<file path="src/rtl/ser_frame_feeder_if.sv">
// Word-in / bit-out bundle for the serial frame feeder.
// The master drives words in; the slave returns handshake ready and the serial stream.
interface ser_frame_feeder_if #(
  parameter int WIDTH = 8
);
  logic [WIDTH-1:0] din;
  logic             din_valid;
  logic             din_ready;
  logic             x;
  logic             x_valid;
  logic             frame_start;
  logic             frame_end;

  modport master (
    output din, din_valid,
    input  din_ready, x, x_valid,
    input  frame_start, frame_end
  );

  modport slave (
    input  din, din_valid,
    output din_ready, x, x_valid,
    output frame_start, frame_end
  );
endinterface

</file>
<file path="src/rtl/ser_frame_feeder.sv">
// Serializes handshaked words onto x, one bit per clock, with frame markers.
// Define PARITY_BIT_EN to append an even-parity bit to every frame.
module ser_frame_feeder #(
  parameter int WIDTH     = 8,
  parameter bit MSB_FIRST = 1'b1
) (
  input  logic                     clk,
  input  logic                     rst,
  ser_frame_feeder_if.slave        bus
);

`ifdef PARITY_BIT_EN
  localparam int FLEN = WIDTH + 1;
`else
  localparam int FLEN = WIDTH;
`endif
  localparam int CW = $clog2(WIDTH + 1);

  typedef enum logic {
    IDLE,
    SHIFT
  } state_t;

  state_t           r_state;
  logic [WIDTH-1:0] r_sh;
  logic [CW-1:0]    r_left;
  logic             r_x;
  logic             r_x_valid;
  logic             r_fs;
  logic             r_fe;

  logic [WIDTH-1:0] w_ord;
  logic             w_ready;
  logic             w_xfer;
  logic             w_tail;

  // Reorder so the next bit to send always sits at the top.
  always_comb begin
    w_ord = '0;
    for (int i = 0; i < WIDTH; i++) begin
      w_ord[i] = MSB_FIRST ? bus.din[i]
                           : bus.din[WIDTH-1-i];
    end
  end

`ifdef PARITY_BIT_EN
  assign w_tail = ^bus.din;
`else
  assign w_tail = 1'b0;
`endif

  assign w_ready = !rst &&
                   ((r_state == IDLE) ||
                    (r_left == '0));
  assign w_xfer  = bus.din_valid && w_ready;

  always_ff @(posedge clk) begin
    if (rst) begin
      r_state   <= IDLE;
      r_sh      <= '0;
      r_left    <= '0;
      r_x       <= 1'b0;
      r_x_valid <= 1'b0;
      r_fs      <= 1'b0;
      r_fe      <= 1'b0;
    end else if (w_xfer) begin
      r_state   <= SHIFT;
      r_x       <= w_ord[WIDTH-1];
      r_sh      <= {w_ord[WIDTH-2:0], w_tail};
      r_left    <= CW'(FLEN - 1);
      r_x_valid <= 1'b1;
      r_fs      <= 1'b1;
      r_fe      <= 1'b0;
    end else if (r_state == SHIFT &&
                 r_left != '0) begin
      r_x    <= r_sh[WIDTH-1];
      r_sh   <= r_sh << 1;
      r_left <= r_left - CW'(1);
      r_fs   <= 1'b0;
      r_fe   <= (r_left == CW'(1));
    end else begin
      r_state   <= IDLE;
      r_x       <= 1'b0;
      r_x_valid <= 1'b0;
      r_fs      <= 1'b0;
      r_fe      <= 1'b0;
    end
  end

  assign bus.din_ready   = w_ready;
  assign bus.x           = r_x;
  assign bus.x_valid     = r_x_valid;
  assign bus.frame_start = r_fs;
  assign bus.frame_end   = r_fe;

endmodule

</file>
<file path="src/flat_wrapper.sv">
// flat-port wrapper written by rule: the top's interface ports become plain ports
module ser_frame_feeder_flat 
#(
  parameter int WIDTH     = 8,
  parameter bit MSB_FIRST = 1'b1
)
  (clk, rst, bus_din, bus_din_valid, bus_din_ready, bus_x, bus_x_valid, bus_frame_start, bus_frame_end);
  ser_frame_feeder_if #(.WIDTH(WIDTH)) bus_i ();
  input  logic clk;
  input  logic rst;
  input wire logic [$bits(bus_i.din)-1:0] bus_din;
  input wire logic [$bits(bus_i.din_valid)-1:0] bus_din_valid;
  output wire logic [$bits(bus_i.din_ready)-1:0] bus_din_ready;
  output wire logic [$bits(bus_i.x)-1:0] bus_x;
  output wire logic [$bits(bus_i.x_valid)-1:0] bus_x_valid;
  output wire logic [$bits(bus_i.frame_start)-1:0] bus_frame_start;
  output wire logic [$bits(bus_i.frame_end)-1:0] bus_frame_end;
  assign bus_i.din = bus_din;
  assign bus_i.din_valid = bus_din_valid;
  assign bus_din_ready = bus_i.din_ready;
  assign bus_x = bus_i.x;
  assign bus_x_valid = bus_i.x_valid;
  assign bus_frame_start = bus_i.frame_start;
  assign bus_frame_end = bus_i.frame_end;
  ser_frame_feeder #(.WIDTH(WIDTH), .MSB_FIRST(MSB_FIRST)) u_core (.clk(clk), .rst(rst), .bus(bus_i));
endmodule
</file>
<file path="config.mk">
export PLATFORM = sky130hd
export DESIGN_NAME = ser_frame_feeder_flat
export DESIGN_NICKNAME = d
export VERILOG_FILES = /design/src/rtl/ser_frame_feeder_if.sv /design/src/rtl/ser_frame_feeder.sv /design/src/flat_wrapper.sv
export SDC_FILE = /design/constraint.sdc
export NUM_CORES = 1
export LEC_CHECK = 0
export ABC_AREA = 1
export BUFFER_PORTS_ARGS = -buffer_cell sky130_fd_sc_hd__buf_2
export CAP_MARGIN = 20
export CORE_MARGIN = 3
export CORE_UTILIZATION = 53
export CTS_BUF_LIST = sky130_fd_sc_hd__clkbuf_4 sky130_fd_sc_hd__clkbuf_8
export CTS_CLUSTER_DIAMETER = 120
export DETAILED_ROUTE_END_ITERATION = 8
export PLACE_DENSITY = 0.77
export SLEW_MARGIN = 20
export SYNTH_ARGS = -nofsm -noshare
export SYNTH_HDL_FRONTEND = slang
export SYNTH_SLANG_ARGS = --single-unit
export TNS_END_PERCENT = 10
</file>
<file path="constraint.sdc">
create_clock -name clk -period 1.5 [get_ports clk]
set_input_delay 0.3 -clock clk [delete_from_list [all_inputs] [get_ports clk]]
set_output_delay 0.3 -clock clk [all_outputs]
set_load 0.01 [all_outputs]
</file>
==> flow_summary.yaml <==
clock_tree:
  cts_buffer_depth: 2
  htreeDepth: 1
  clock-sinks: 15
  cts_root_buf: "clkbuf_4"
  tritoncts: "done"
  clk_pin_slew_ps: 90
  cts_made_buffers: 3
  clkLatencyLatePin_ps: 280
  postCtsHoldBufs: 0
place:
  numPlacedInstances: 128
  port_buffers: 15
  place.gp.congestion: 0.767
  placedInstanceArea_sq_um: 917
  hpwl_um: 1130
setup_path:
  cp.arrival_ps: 1200
  path_delay_family: "flip-flops"
  critPathMaxStageDelay_ps: 350
  rrSetupSlack_ps: 50
  worst-path-stages: 5
  r2r-end: "u_core.r_left[1]$_SDFFE_PP0P_"
  setup.worst_path.end: "bus_din_ready"
  timing_worst_setup_path_type: "flip-flop to output port"
  endpoint_kind: "output port"
  critical_path.startpoint: "u_core.r_left[1]$_SDFFE_PP0P_"
  r2r-start: "u_core.r_left[2]$_SDFFE_PP0P_"
  crit_slowest_cell: "dfxtp_2"
  ff2ff_path_depth: 7
  crit_path_cell_trace: "inv_2, ha_4, a21boi_2, nor2_1, buf_2"
  crit_fanout: 3
  required_ps: 1200
  worst-path-buf-inv: 2
  worst_setup_path_start_kind: "flip-flop"
timing:
  period_share_pct: 99.9
  finalSetupTns_ps: 0
  tightestPinTransition_ps: 299
  rsz0062_at_grt: "yes"
  hold_viol_final: 0
  setup_viol: 0
  period_needed_ps: 1500
  max_freq_ghz: 0.667
  slew_headroom_pct: 80.0
  maxSlewViolCount: 0
  skew_ps: 2.64
synth:
  yosysSeqAreaShare_pct: 36.0
  syn_nets: 112
  synth_warnings: 0
  yosysUniqueCellTypes: 25
  syn_avg_cell_area_sq_um: 8.50
  ys_ff_latch: 15
  syn_area_sq_um: 833
  syn_inst: 98
routing:
  drtIter0Drc: 4
  drc: 0
  wl_per_cell_um: 11.9
  vias: 724
  wl_um: 1620
  vias_per_cell: 5.32
  firstDrtPassIters: 4
  antenna_left: 0
power:
  irDropWorstVdd_mv: 0.666
  power.density_mw_per_mm2: 999
  leakage_nw: 0.525
layout:
  diodes: 0
  stdcell_count: 136
  fin_area_sq_um: 992
  mostFrequentLayoutCell: "nand2_1"
  final_cell_mix: "nand2_1 (22), buf_2 (15), dfxtp_1 (13)"
  drive_gt1_share_pct: 43.0
  fin_nets: 136
  fill_cells: 115
  syn2layout_area_growth_pct: 19.1
die:
  pin_count: 16
  start_util_pct: 60.3
  die_area_sq_mm: 0.00208
  die_w_um: 45.7
  die_y_um: 45.7
  core_sq_mm: 0.00138
  rows: 13
hold_path:
  whs_path_depth: 3
  hp-class: "input pin to flip-flop"
global_routing:
  grt_pass1_vias: 693
  grt_first_pass_wirelength_um: 2820
  antenna_found_initial: 0
  grtUsageMet2_pct: 29.8
  use_met1_pct: 22.5
  grt_start_max_net_pins: 20
  met3_usage_pct: 2.77
  grt.total_usage_pct: 18.3
  grt_overflow: 0
  busiest_layer: "met2"
job:
  cap_violations: 0
run_status:
  outcome: "finished clean"
[timing repair]
item / in CTS / in global routing
pin swaps: 2 / 0
endpoints found under the setup margin: 1 / 1
gates resized for setup: 6 / 0
buffers inserted: 4 / 0
[layout make-up]
| cell class | count | area (sq um) | share of cell area [%] |
|---|---|---|---|
| Multi-Input combinational cell | 64 | 445 | 44.9 |
| Tap cell | 15 | 18.8 | 1.89 |
| Inverter | 14 | 52.6 | 5.30 |
| Sequential cell | 15 | 303 | 30.5 |
| Timing Repair Buffer | 24 | 143 | 14.4 |
| Clock buffer | 4 | 30.0 | 3.03 |
[how the worst min path moves through the flow]
stage,start,end,slack [ps]
after floorplan,bus_din[7],u_core.bus.x$_SDFF_PP0_,450
after global placement,u_core.r_sh[1]$_SDFFE_PP0P_,u_core.r_sh[1]$_SDFFE_PP0P_,480
after detailed placement,u_core.r_sh[1]$_SDFFE_PP0P_,u_core.r_sh[1]$_SDFFE_PP0P_,480
after CTS,bus_din[7],u_core.bus.x$_SDFF_PP0_,260
after global routing,bus_din[7],u_core.bus.x$_SDFF_PP0_,270
final,bus_din[7],u_core.bus.x$_SDFF_PP0_,270
[worst reg2reg max path, stage by stage, from the launching register on]
cell	delay, ps
dfxtp_1	350
nor2_2	200
a21boi_2	100
buf_4	140
buf_4	140
buf_4	150
o211ai_1	190
nand2_1	70
[synth_stat cells, drive strengths merged]
cell type	instances	area share, %
a21boi	1	1.4
a21oi	3	2.7
buf	5	5.7
clkinv	1	0.45
dfxtp	15	36
ha	3	4.5
inv	13	5.9
nand2	24	12
nand3	13	12
nand4	7	6.0
nor2	4	2.1
nor3	1	0.60
o211ai	7	9.3
xor2	1	1.1
[state kept, by name, indices dropped and copies added, names as in the netlist]
name                    flops
u_core.r_sh                 7
u_core.r_left               4
u_core.bus.frame_end        1
u_core.bus.frame_start      1
u_core.bus.x                1
u_core.r_state              1
[report_power, final]
part	internal (W)	leakage (nW)	switching (W)
combinational	0.000126	0.383	0.000159
clock	0.000121	0.0184	0.000129
sequential	0.000432	0.124	0.0000229
total	0.000680	0.525	0.000311
[routing by layer]
metal / vias to the layer above / wire [um]
li1: 373 / -
met1: 333 / 753
met2: 16 / 782
met3: 2 / 67
met4: 0 / 13
met5: - / 0
[cells by family after synthesis]
family	Yosys count	synth area share [%]
and+or+nand+nor	49	33.0
adders and majority gates	3	4.50
DFF	15	36.0
buffers and inverters	19	12.0
AOI/OAI and AO/OA	11	13.4
xor gates and xnor gates	1	1.05
[stage by stage]
stage | utilization (%) | hold slack, ps | setup slack, ps | power (W)
floorplan | - | 451 | 109 | 0.000654
global placement | 66.3 | 477 | 138 | 0.000698
detailed placement | 66.3 | 483 | 88.9 | 0.000705
CTS | 71.8 | 259 | 11.7 | 0.00100
global route | 71.8 | 269 | -39.1 | 0.00105
finish | 71.8 | 265 | 1.06 | 0.000991
No activity file was read; power rests on OpenSTA's default activity.
